File: config.mk
export PLATFORM = sky130hd
export DESIGN_NAME = instr_cache_refill
export DESIGN_NICKNAME = d
export VERILOG_FILES = /design/src/rtl/instr_cache_refill.sv
export SDC_FILE = /design/constraint.sdc
export NUM_CORES = 1
export LEC_CHECK = 0
export ABC_AREA = 1
export CORE_ASPECT_RATIO = 0.6
export CORE_UTILIZATION = 26
export DETAILED_ROUTE_END_ITERATION = 12
export PLACE_DENSITY = 0.62
export SYNTH_ARGS = -nofsm -noshare
export SYNTH_HDL_FRONTEND = slang
export SYNTH_SLANG_ARGS = --single-unit
File: constraint.sdc
create_clock -name CLK -period 3 [get_ports CLK]
set_input_delay 0.75 -clock CLK [delete_from_list [all_inputs] [get_ports CLK]]
set_output_delay 0.75 -clock CLK [all_outputs]
set_load 0.03 [all_outputs]
File: src/rtl/instr_cache_refill.sv
// Instruction-cache line refill engine: fetches one line as eight beats into the core.
// Optional perf counters (miss_cnt, cyc_cnt) enabled by defining ICACHE_PERF_CNT_EN.
module instr_cache_refill #(
    parameter int asize = 32,
    parameter int dsize = 32,
    parameter int bbits = 5,
    parameter int bsize = 8 << bbits,
    parameter int beats = bsize / dsize
) (
    input  logic             CLK,
    input  logic             RESET,
    input  logic             SYS,
    input  logic             fetch_req,
    input  logic [asize-1:0] fetch_addr,
    input  logic             hit1,
    output logic [asize-1:0] core_addr,
    output logic             bwrite,
    output logic [bsize-1:0] block_out,
    output logic             stall,
    output logic             mem_req,
    output logic [asize-1:0] mem_addr,
    input  logic             mem_grant,
    input  logic             mem_rvalid,
    input  logic [dsize-1:0] mem_rdata,
    output logic [31:0]      miss_cnt,
    output logic [31:0]      cyc_cnt
);

    localparam int cw = $clog2(beats);
    localparam int iw = $clog2(bsize);

    localparam logic [2:0] IDLE  = 3'd0;
    localparam logic [2:0] REQ   = 3'd1;
    localparam logic [2:0] FILL  = 3'd2;
    localparam logic [2:0] WRITE = 3'd3;
    localparam logic [2:0] DONE  = 3'd4;

    logic [2:0]       state_q, state_d;
    logic [asize-1:0] line_q, line_d;
    logic [cw-1:0]    cnt_q, cnt_d;
    logic [bsize-1:0] blk_q, blk_d;
    logic             disc_q, disc_d;
    logic [iw-1:0]    lsb;

    // Beat 0 lands in the MSBs, matching the core's word-0 position.
    assign lsb = iw'((beats - 1 - int'(cnt_q)) * dsize);

    always_comb begin
        state_d = state_q;
        line_d  = line_q;
        cnt_d   = cnt_q;
        blk_d   = blk_q;
        disc_d  = disc_q;
        unique case (state_q)
            IDLE: begin
                if (fetch_req && !hit1 && !SYS) begin
                    line_d  = {fetch_addr[asize-1:bbits], {bbits{1'b0}}};
                    state_d = REQ;
                end
            end
            REQ: begin
                if (mem_grant) begin
                    state_d = FILL;
                    cnt_d   = '0;
                    if (SYS) disc_d = 1'b1;
                end else if (SYS) begin
                    state_d = IDLE;
                end
            end
            FILL: begin
                if (SYS) disc_d = 1'b1;
                if (mem_rvalid) begin
                    blk_d[lsb +: dsize] = mem_rdata;
                    cnt_d = cnt_q + cw'(1);
                    if (cnt_q == cw'(beats - 1)) state_d = WRITE;
                end
            end
            WRITE: begin
                if (SYS) disc_d = 1'b1;
                state_d = DONE;
            end
            DONE: begin
                disc_d  = 1'b0;
                state_d = IDLE;
            end
            default: state_d = IDLE;
        endcase
    end

    always_ff @(posedge CLK) begin
        if (RESET) begin
            state_q <= IDLE;
            line_q  <= '0;
            cnt_q   <= '0;
            blk_q   <= '0;
            disc_q  <= 1'b0;
        end else begin
            state_q <= state_d;
            line_q  <= line_d;
            cnt_q   <= cnt_d;
            blk_q   <= blk_d;
            disc_q  <= disc_d;
        end
    end

    assign core_addr = (state_q == IDLE) ? fetch_addr : line_q;
    assign bwrite    = (state_q == WRITE) && !disc_q && !SYS;
    assign block_out = blk_q;
    assign mem_req   = (state_q == REQ);
    assign mem_addr  = line_q;
    assign stall     = ((state_q == IDLE) && fetch_req && !hit1) ||
                       (state_q != IDLE);

`ifdef ICACHE_PERF_CNT_EN
    logic [31:0] miss_cnt_q, miss_cnt_d;
    logic [31:0] cyc_cnt_q, cyc_cnt_d;

    always_comb begin
        miss_cnt_d = miss_cnt_q;
        cyc_cnt_d  = cyc_cnt_q;
        if (state_q == IDLE && state_d == REQ) miss_cnt_d = miss_cnt_q + 32'd1;
        if (stall) cyc_cnt_d = cyc_cnt_q + 32'd1;
    end

    always_ff @(posedge CLK) begin
        if (RESET) begin
            miss_cnt_q <= '0;
            cyc_cnt_q  <= '0;
        end else begin
            miss_cnt_q <= miss_cnt_d;
            cyc_cnt_q  <= cyc_cnt_d;
        end
    end

    assign miss_cnt = miss_cnt_q;
    assign cyc_cnt  = cyc_cnt_q;
`else
    assign miss_cnt = '0;
    assign cyc_cnt  = '0;
`endif

endmodule

## Word level (Yosys, flattened, before mapping)

Index checks and enable logic that the tools add are counted.

- Register bits after elaboration: 290
- Bits of input ports: 71
- Output and inout bits: 387
- Logic and storage cells: 54

- $add $sub $neg: 3
- Equal/unequal tests: 10
- Shifts and indexed selects: 2
- Multiplexer cells: 14
- Reduce and logical (&&, ||, !) cells: 20

Operators by type and width:

| operator | number |
|---|---|
| bitwise mux 256 bit | 1 |
| variable shift 32 x 10 -> 256 bit, first input constant | 1 |
| indexed part select 32 x 10 -> 256 bit | 1 |
| two-way mux 32 bit | 1 |
| two-way mux 3 bit | 7 |
| case mux 3 bit (4 select lines) | 1 |
| negator 8 -> 10 bit | 1 |
| == test 3 x 2 -> 1 bit, second input constant | 2 |
| == test 3 bit, second input constant | 2 |
| logical AND 1 bit | 6 |
| inequality test 2 bit, second input constant | 3 |
| case mux 3 bit (2 select lines) | 1 |
| AND reduction 2 bit | 3 |
| nonzero test 3 bit | 2 |
| AND reduction 4 bit | 1 |
| adder 3 x 1 -> 3 bit, second input constant | 1 |
| == test 3 x 1 -> 1 bit, second input constant | 1 |
| logical NOT 1 bit | 3 |
| logical NOT 3 bit | 1 |
| inequality test 3 x 2 -> 1 bit, second input constant | 1 |
| case mux 1 bit (3 select lines) | 1 |
| AND reduction 3 bit | 1 |
| subtractor 3 bit, first input constant | 1 |
| two-way mux 1 bit | 2 |
| other kinds (4) | 4 |

## Longest topological paths before layout

Gate-level depths: netlist of run 1.

- Depth after elaboration: 5
- Gate-level depth with buffers: 11

## Worst setup path before layout of run 1

No wires, ideal clock.

- Path kind: input -> output
- Start point: input fetch_req
- End point: output stall
- Data arrival time: 1.472 ns
- Data required time: 2.250 ns
- Setup slack: 0.778 ns
- Stages: 2
- Path buffers: 0
- Cells stage by stage: inv_1 -> o21ai_0

- Word-level cells in the longest chain between the ends: 3

RTL lines:

| element | RTL line | text |
|---|---|---|
| from (decl) | 13 | `input logic fetch_req,` |
| logical AND 1 bit (2 in a row) | 111 | `assign stall = ((state_q == IDLE) && fetch_req && !hit1) \|\|` |
| logical OR 1 bit | 111 |  |
| to (decl) | 19 | `output logic stall,` |

Every way passes these cells.

## Final worst setup path of run 1

- Start point: register state_q[2]
- End point: output core_addr[6]

- Word-level cells in the longest chain between the ends: 2

RTL lines:

| element | RTL line | text |
|---|---|---|
| from (decl) | 38 | `logic [2:0] state_q, state_d;` |
| from (signal assigned) | 98 | `state_q <= state_d;` |
| logical NOT 3 bit | 106 | `assign core_addr = (state_q == IDLE) ? fetch_addr : line_q;` |
| two-way mux 32 bit | 106 |  |
| to (decl) | 16 | `output logic [asize-1:0] core_addr,` |

Every way passes these cells.

==> impl_metrics.toml, run 1 <==
[global_route]
antenna_found_initial = 1
grt_max_degree = 127
grt_util_all_layers = 0.194
grt-ovfl-total = 0
grt_pass1_vias = 10864
grt_pass1_wl_mm = 68.4

[die]
io_pins = 458
coreArea_um2 = 43900
die_x_um = 276
rows = 59
die_y_um = 167
start_util = 0.267
die_area_um2 = 46000

[critical_path]
cp-start-kind = "flip-flop"
crit_fanout = 6
cp_slowest_cell = "dlygate4sd2_1"
path_class = "reg -> out"
rrSetupSlack_ns = 0.64
crit_top_cell = "nand2_1"
path_cells = "inv_1, nand2_1, nor2_4, buf_4, nand2_1, o21ai_0, dlygate4sd2_1"
cp_slowest_stage_delay_ns = 0.46
cp-end-kind = "output port"
worstPathArrival_ns = 2.11
cp_data_required_time_ns = 2.25

[cts]
cts_root_buf = "clkbuf_16"
cts_sinks = 290
cts_buffers = 28
htreeDepth = 1
clock_path_buffers = 3
clk_pin_slew_ns = 0.07
cts_tree = "yes"
clock_latency_ns = 0.56

[finish]
nets = 2067
regArea_um2 = 5810
num-fill-cells = 4512
drive_above_1_share = 0.0536
post-route-util = 0.385
antenna_cells = 0
multi_input_area_um2 = 4840
layout.cells.non_filler = 2593
area_growth_pct = 44.1

[drt]
wl_mm = 46.2
vias = 11562
drt_iter0_markers = 958
dr.pass1.iters = 5
vias_per_cell = 4.46
ant_nets = 0
drc = 0
post_drt_wl_per_cell_um = 17.8

[timing]
skew_ns = 0.00989
maxSlewViolCount = 0
tightest_slew_ns = 0.662
fin_crit_ns = 2.86
fmax_mhz = 349
holdWs_ns = 0.461
fin_setup_tns_ns = 0
setup_viol = 0
period_share = 0.955
slew_headroom = 0.559
finalHoldViolCount = 0
rsz0062_at_grt = "false"

[logic_synthesis]
synth_xor_area_frac = 0
synth_area_um2 = 11700
synth-compound-area-share = 0.130
synth-async-reset-ratio = 0
synth-main-ff-cell = "dfxtp_1"
yosysSeqAreaShare = 0.495
synth.distinct_cells = 23
ys_warn_count = 0
synth_seq_cells = 290
synth-adder-area-share = 0.00320
synth_edf_count = 0
synth_top_family_by_area = "simple AND/OR/NAND/NOR gates"
muxShareOfSynthArea = 0
yosys.area_share.simple = 0.257
syn_avg_cell_area_um2 = 7.15
syn_inst = 1641

[placed_design]
dp_hpwl_mm = 33.9
routabilityCongestion = 0.869
io_buffers = 388
placed_cells = 2540

[status]
status = "completed"

[pwr]
peakVddDrop_uv = 329
powerDensity_nw_per_um2 = 585
leakagePower_nw = 6.29

[job]
maxCapViolations = 0

[min_path]
hp-class = "reg -> reg"
cell families (layout without fill, tap and decap cells):
group / after synthesis / after routing
and+or+nand+nor: 780 / 780
buffers and inverters: 263 / 568
adders and majority gates: 3 / 3
DFF: 290 / 290
other: 1 / 69
AOI/OAI and AO/OA: 304 / 304
routing by layer:
layer	vias to the layer above	wire, um	GRT usage
met5	-	0	0
met2	359	20300	0.304
li1	5700	-	-
met1	5436	21600	0.269
met4	0	946	0.0393
met3	67	3270	0.0464
final cells by class:
class,instances,share of cell area
clock buffer,43,0.0496
clock inverter,8,0.00829
inverter,92,0.0205
multi-input combinational,1156,0.287
sequential,290,0.343
tap,579,0.0428
timing repair buffer,425,0.249
timing repair:
| action | CTS | global route |
|---|---|---|
| pin swaps | 1 | 1 |
| setup buffers | 1 | 1 |
| endpoints found under the setup margin | 27 | 29 |
| hold buffers | 0 | 0 |
| gates resized for setup | 38 | 22 |
layout by cell type (no fill, tap or decap), drive strengths merged:
cell type,n
dlygate4sd2,10
buf,45
nand2,486
nand3,19
clkinv,5
nor3,4
nor2,267
o21ai,93
a21oi,210
inv,91
dfxtp,290
ha,3
nand4,4
clkbuf,46
bufinv,4
a211oi,1
clkdlybuf4s15,13
dlygate4sd1,1
clkdlybuf4s50,353
conb,69
power breakdown:
| group | internal [W] | total [W] | switching, W |
|---|---|---|---|
| Clock | 0.00226 | 0.00383 | 0.00157 |
| Sequential | 0.00393 | 0.00400 | 0.0000631 |
| Combinational | 0.000599 | 0.00207 | 0.00147 |
| Total | 0.00679 | 0.00990 | 0.00311 |
worst max-delay path: cells and delay by family, from the launching register on:
kind                   cells  cell delay, ns
AOI/OAI and AO/OA          1            0.07
and+or+nand+nor            3            0.38
buffers and inverters      3            0.77
DFF                        1            0.35
state kept, by name, indices dropped and copies added (netlist names):
signal     flops
block_out    256
cnt_q          3
disc_q         1
mem_addr      27
state_q        3
through the flow:
stage	setup WS, ns	total power [W]	area (um^2)
floorplan	0.778	0.00540	12000
global placement	0.0132	0.00617	15900
detailed placement	0.00104	0.00619	15900
CTS	0.00510	0.00998	16900
global route	0.00819	0.0103	16900
finish	0.136	0.00990	16900
worst paths after layout:
| check | startpoint | to | cells after the start |
|---|---|---|---|
| min reg2reg | block_out[251]$_SDFFE_PP0P_ | block_out[251]$_SDFFE_PP0P_ | 2 |
| max | state_q[2]$_SDFFE_PP0P_ | core_addr[6] | 7 |
| max reg2reg | cnt_q[0]$_SDFFE_PP0P_ | block_out[241]$_SDFFE_PP0P_ | 9 |
| min | block_out[251]$_SDFFE_PP0P_ | block_out[251]$_SDFFE_PP0P_ | 2 |
Yosys cell counts (4+ instances only):
| master | instances | share of area |
|---|---|---|
| nor2_4 | 4 | 0.0038 |
| nand3_1 | 17 | 0.0072 |
| inv_2 | 4 | 0.0013 |
| nor3_1 | 4 | 0.0017 |
| clkbuf_1 | 44 | 0.014 |
| buf_1 | 5 | 0.0016 |
| nand2_1 | 486 | 0.16 |
| inv_1 | 87 | 0.028 |
| a21oi_1 | 210 | 0.090 |
| dfxtp_1 | 290 | 0.49 |
| nand4_1 | 4 | 0.0021 |
| nor2_1 | 262 | 0.084 |
| buf_4 | 81 | 0.052 |
| o21ai_0 | 93 | 0.040 |
| buf_2 | 40 | 0.017 |
Note: power is estimated with default switching activity, not from simulation.
==> inputs of run 2 (changes only) <==
- clock period: 3 -> 3.2 ns (I/O delays scaled with it)
==> impl_metrics.toml, run 2 (synthesized netlist as in run 1, its figures left out) <==
[status]
status = "completed"

[placed_design]
place_ws_ns = 0.117
routabilityCongestion = 0.882
dp_hpwl_mm = 34.0
io_buffers = 388
dpl_cell_area_um2 = 15900
placed_cells = 2535

[drt]
drt_iter0_markers = 1013
dr.pass1.iters = 7
vias = 11709
wl_mm = 46.4
ant_nets = 0
vias_per_cell = 4.51
post_drt_wl_per_cell_um = 17.9
drc = 0

[global_route]
grt_util_all_layers = 0.195
grt_pass1_wl_mm = 69.1
grt-ovfl-total = 0
grt_max_degree = 128
grt_pass1_vias = 11097
antenna_found_initial = 3

[critical_path]
cp_slowest_cell = "clkdlybuf4s50_1"
worstReg2RegStart = "cnt_q[0]$_SDFFE_PP0P_"
worstPathArrival_ns = 2.30
cp_data_required_time_ns = 2.40
path_class = "reg -> out"
cp-start-kind = "flip-flop"
crit_top_cell = "inv_1"
path_cells = "buf_4, inv_1, nand3_1, inv_1, clkdlybuf4s50_1"
cp-end-kind = "output port"
cp_slowest_stage_delay_ns = 0.75
crit_fanout = 7
critical_path.startpoint = "state_q[1]$_SDFFE_PP0P_"

[cts]
clk_pin_slew_ns = 0.07
cts_tree = "yes"
htreeDepth = 1
cts_root_buf = "clkbuf_16"
cts_buffers = 31
ctsHoldBuffers = 0
clock_latency_ns = 0.58
postCtsSetupBuffers = 0
clock_path_buffers = 3
cts_sinks = 290

[timing]
setup_viol = 0
tightest_slew_ns = 0.688
skew_ns = 0.0291
finalHoldViolCount = 0
fin_crit_ns = 3.10
slew_headroom = 0.542
fmax_mhz = 322
period_share = 0.970
maxSlewViolCount = 0
fin_ws_ns = 0.0973

[die]
coreArea_um2 = 43900
die_area_um2 = 46000
die_y_um = 167
rows = 59
start_util = 0.267
die_x_um = 276
io_pins = 458

[pwr]
intPower_w = 0.00658
p_total_w = 0.00958
p_switching_w = 0.00301
combPwrFrac = 0.201
pwr-share-seq = 0.391
powerDensity_nw_per_um2 = 563
peakVddDrop_uv = 340
leakagePower_nw = 6.46
clock_power_share = 0.408
p_sw_frac = 0.314

[finish]
mostFrequentLayoutCell = "nand2_1"
nets = 2063
area_growth_pct = 45.1
layout.cells.non_filler = 2595
final_cell_mix = "nand2_1 (486), clkdlybuf4s50_1 (354), dfxtp_1 (290)"
post-route-util = 0.388
largest_reg_flops = 256
postLayoutCellArea_um2 = 17000
drive_above_1_share = 0.0497

[min_path]
hp-class = "reg -> reg"
min_from = "block_out[237]$_SDFFE_PP0P_"

[job]
maxCapViolations = 0
[run 2: cell types whose count changed in the layout (fill, tap and decap cells not counted), sizes merged, moves of 2 or more]
cell / previous run / this run
dlymetal6s2s: 0 / 12
clkdlybuf4s15: 13 / 2
inv: 91 / 94
dlygate4sd2: 10 / 19
clkinv: 5 / 9
buf: 45 / 31
clkbuf: 46 / 40
diode: 0 / 2
clkinvlp: 0 / 2
[run 2: layout make-up]
class                           instances  area, um^2
Antenna cell                            2        5.00
Clock buffer                           40         880
Clock inverter                         18         235
Fill cell                            4511       26900
Inverter                               92         347
Multi-Input combinational cell       1156        4840
Sequential cell                       290        5810
Tap cell                              579         724
Timing Repair Buffer                  418        4190
[run 2: what timing repair did]
action,4_1_cts,5_1_grt
endpoints found under the setup margin,21,14
resized for setup,21,15
pin swaps,0,0
[run 2: through the flow]
step | hold slack (ns) | TNS [ns]
after floorplan | 0.463 | 0
after global placement | 0.450 | 0
after detailed placement | 0.453 | 0
after CTS | 0.462 | 0
after global routing | 0.478 | -0.000750
final | 0.461 | 0
[run 2: worst paths after layout]
check | to | slack, ns | cells after the start
worst max register to register | block_out[241]$_SDFFE_PP0P_ | 0.80 | 9
worst min register to register | block_out[237]$_SDFFE_PP0P_ | 0.46 | 2
worst min-delay path | block_out[237]$_SDFFE_PP0P_ | 0.46 | 2
worst max-delay path | mem_req | 0.1 | 5
[run 2: metal layers]
metal  vias to the layer above  track usage  part of all wire
li1                       5696            -                 -
met1                      5554        0.272              0.46
met2                       380        0.301              0.44
met3                        79       0.0470             0.078
met4                         0       0.0510             0.026
met5                         -            0                 0
[run 2: critical path: cells and delay by family, from the launching register on]
family	cells	cell delay, ns
flip-flops	1	0.33
AND/OR/NAND/NOR	1	0.20
buffers and inverters	4	1.20
[run 2: power groups by stage]
stage                     Sequential [W]  Clock (W)  Combinational, W
after detailed placement         0.00382          0           0.00197
after floorplan                  0.00393          0           0.00113
final                            0.00374    0.00391           0.00193
after global routing             0.00375    0.00416           0.00207
after CTS                        0.00374    0.00400           0.00193
after global placement           0.00382          0           0.00195
==> inputs of run 3 (changes only) <==
- CTS_CLUSTER_DIAMETER: unset -> 120
- SETUP_SLACK_MARGIN: unset -> 0.2
==> impl_metrics.toml, run 3 (synthesized netlist as in run 1, its figures left out) <==
[critical_path]
crit_top_cell = "nand2_1"
rr_worst_depth = 9
path_cells = "inv_1, nand2_1, nor2_4, buf_12, nand2_1, o21ai_0, clkdlybuf4s15_1"
worstPathArrival_ns = 2.08
path_class = "reg -> out"
cp_slowest_stage_delay_ns = 0.39
rrSetupSlack_ns = 0.79
cp-end-kind = "output port"
critPathTopFamily = "buffers and inverters"
crit_buf_inv = 3
crit_fanout = 29
cp-start-kind = "flip-flop"
cp_slowest_cell = "clkdlybuf4s15_1"
r2r_end = "block_out[241]$_SDFFE_PP0P_"
cp_data_required_time_ns = 2.40
worstReg2RegStart = "cnt_q[0]$_SDFFE_PP0P_"

[die]
die_x_um = 276
start_util = 0.267
die_area_um2 = 46000
die_y_um = 167
coreArea_um2 = 43900
rows = 59
io_pins = 458

[finish]
final_cell_mix = "nand2_1 (486), clkdlybuf4s50_1 (352), dfxtp_1 (290)"
largest_reg_flops = 256
drive_above_1_share = 0.0630
nets = 2064
postLayoutCellArea_um2 = 16900
area_growth_pct = 44.1
mostFrequentLayoutCell = "nand2_1"

[global_route]
grt_max_degree = 128
grt_util_all_layers = 0.195
busiest_layer = "met2"
grt_pass1_vias = 11101
grt_pass1_wl_mm = 69.1
antenna_found_initial = 3
met2_usage = 0.302
use_met1 = 0.271
gr-usage-met3 = 0.0474
grt-ovfl-total = 0

[drt]
ant_nets = 0
vias_per_cell = 4.54
post_drt_wl_per_cell_um = 18.0
drt_iter0_markers = 1074
drc = 0
wl_mm = 46.7
dr.pass1.iters = 5
vias = 11776

[min_path]
hp-class = "reg -> reg"
hold_path_end = "block_out[237]$_SDFFE_PP0P_"
min_from = "block_out[237]$_SDFFE_PP0P_"
hold_path_depth = 2

[timing]
slew_headroom = 0.550
setup_viol = 0
fin_crit_ns = 2.88
fin_setup_tns_ns = 0
maxSlewViolCount = 0
fmax_mhz = 347
finalHoldViolCount = 0
tightest_slew_ns = 0.675
skew_ns = 0.0254
period_share = 0.900
rsz0062_at_grt = "true"
holdWs_ns = 0.461

[placed_design]
io_buffers = 388
dp_hpwl_mm = 34.0
routabilityCongestion = 0.882
dpl_cell_area_um2 = 15900

[cts]
ctsHoldBuffers = 0
cts_sinks = 290
cts_tree = "yes"
htreeDepth = 1
cts_root_buf = "clkbuf_16"
postCtsSetupBuffers = 0
clk_pin_slew_ns = 0.07
clock_path_buffers = 3
clock_latency_ns = 0.58
cts_buffers = 31

[pwr]
peakVddDrop_uv = 335
leakagePower_nw = 6.32
powerDensity_nw_per_um2 = 566

[status]
status = "completed"

[job]
maxCapViolations = 0
run 3: cell types whose count changed in the layout (fill, tap and decap cells not counted), sizes merged, moves of 2 or more:
cell / previous run / this run
buf: 31 / 34
clkbuf: 40 / 64
clkdlybuf4s15: 2 / 6
clkdlybuf4s50: 354 / 352
dlygate4sd2: 19 / 3
dlymetal6s2s: 12 / 0
run 3: repair_timing:
item                                   4_1_cts  5_1_grt
pin swaps                                    0        0
setup endpoints to repair                   35       32
endpoints found under the hold margin        0        0
gates resized for setup                     46       75
cloned                                       0        1
run 3: layout make-up:
| class | instances | area (um^2) |
|---|---|---|
| Fill cell | 4522 | 27000 |
| Sequential cell | 290 | 5810 |
| Multi-Input combinational cell | 1156 | 4840 |
| Timing Repair Buffer | 419 | 4080 |
| Clock buffer | 40 | 880 |
| Tap cell | 579 | 724 |
| Inverter | 92 | 347 |
| Clock inverter | 18 | 235 |
| Antenna cell | 1 | 2.50 |
run 3: power by group:
group | total (W) | internal (W) | switching, W
clock network | 0.00391 | 0.00235 | 0.00156
registers | 0.00374 | 0.00369 | 0.0000560
logic | 0.00193 | 0.000519 | 0.00141
run 3: worst max path at each step:
stage | start | to | cells past startpoint
detailed placement | fetch_addr[26] | core_addr[26] | 4
finish | state_q[2]$_SDFFE_PP0P_ | core_addr[20] | 7
global placement | fetch_addr[26] | core_addr[26] | 4
CTS | state_q[0]$_SDFFE_PP0P_ | core_addr[26] | 6
global route | state_q[0]$_SDFFE_PP0P_ | core_addr[17] | 6
floorplan | fetch_req | stall | 2
run 3: per-stage QoR:
stage / std cells / power, W / setup slack [ns] / utilization
finish: 2595 / 0.00958 / 0.321 / 0.385
CTS: 2593 / 0.00965 / 0.0519 / 0.387
floorplan: 1709 / 0.00506 / 0.878 / -
detailed placement: 2535 / 0.00580 / 0.117 / 0.362
global placement: 2535 / 0.00577 / 0.126 / 0.362
global route: 2595 / 0.00997 / 0.184 / 0.385
run 3: worst register-to-register path: cells and delay by family, from the launching register on:
kind | cells | cell delay [ns]
DFF | 1 | 0.37
AOI/OAI and AO/OA | 1 | 0.07
buffers and inverters | 2 | 0.45
adders and majority gates | 2 | 0.65
and+or+nand+nor | 4 | 0.76
run 3: per-layer routing:
layer	wire [um]	share of wire
met3	3600	0.077
met5	0	0
met2	20500	0.44
met1	21500	0.46
met4	1150	0.025
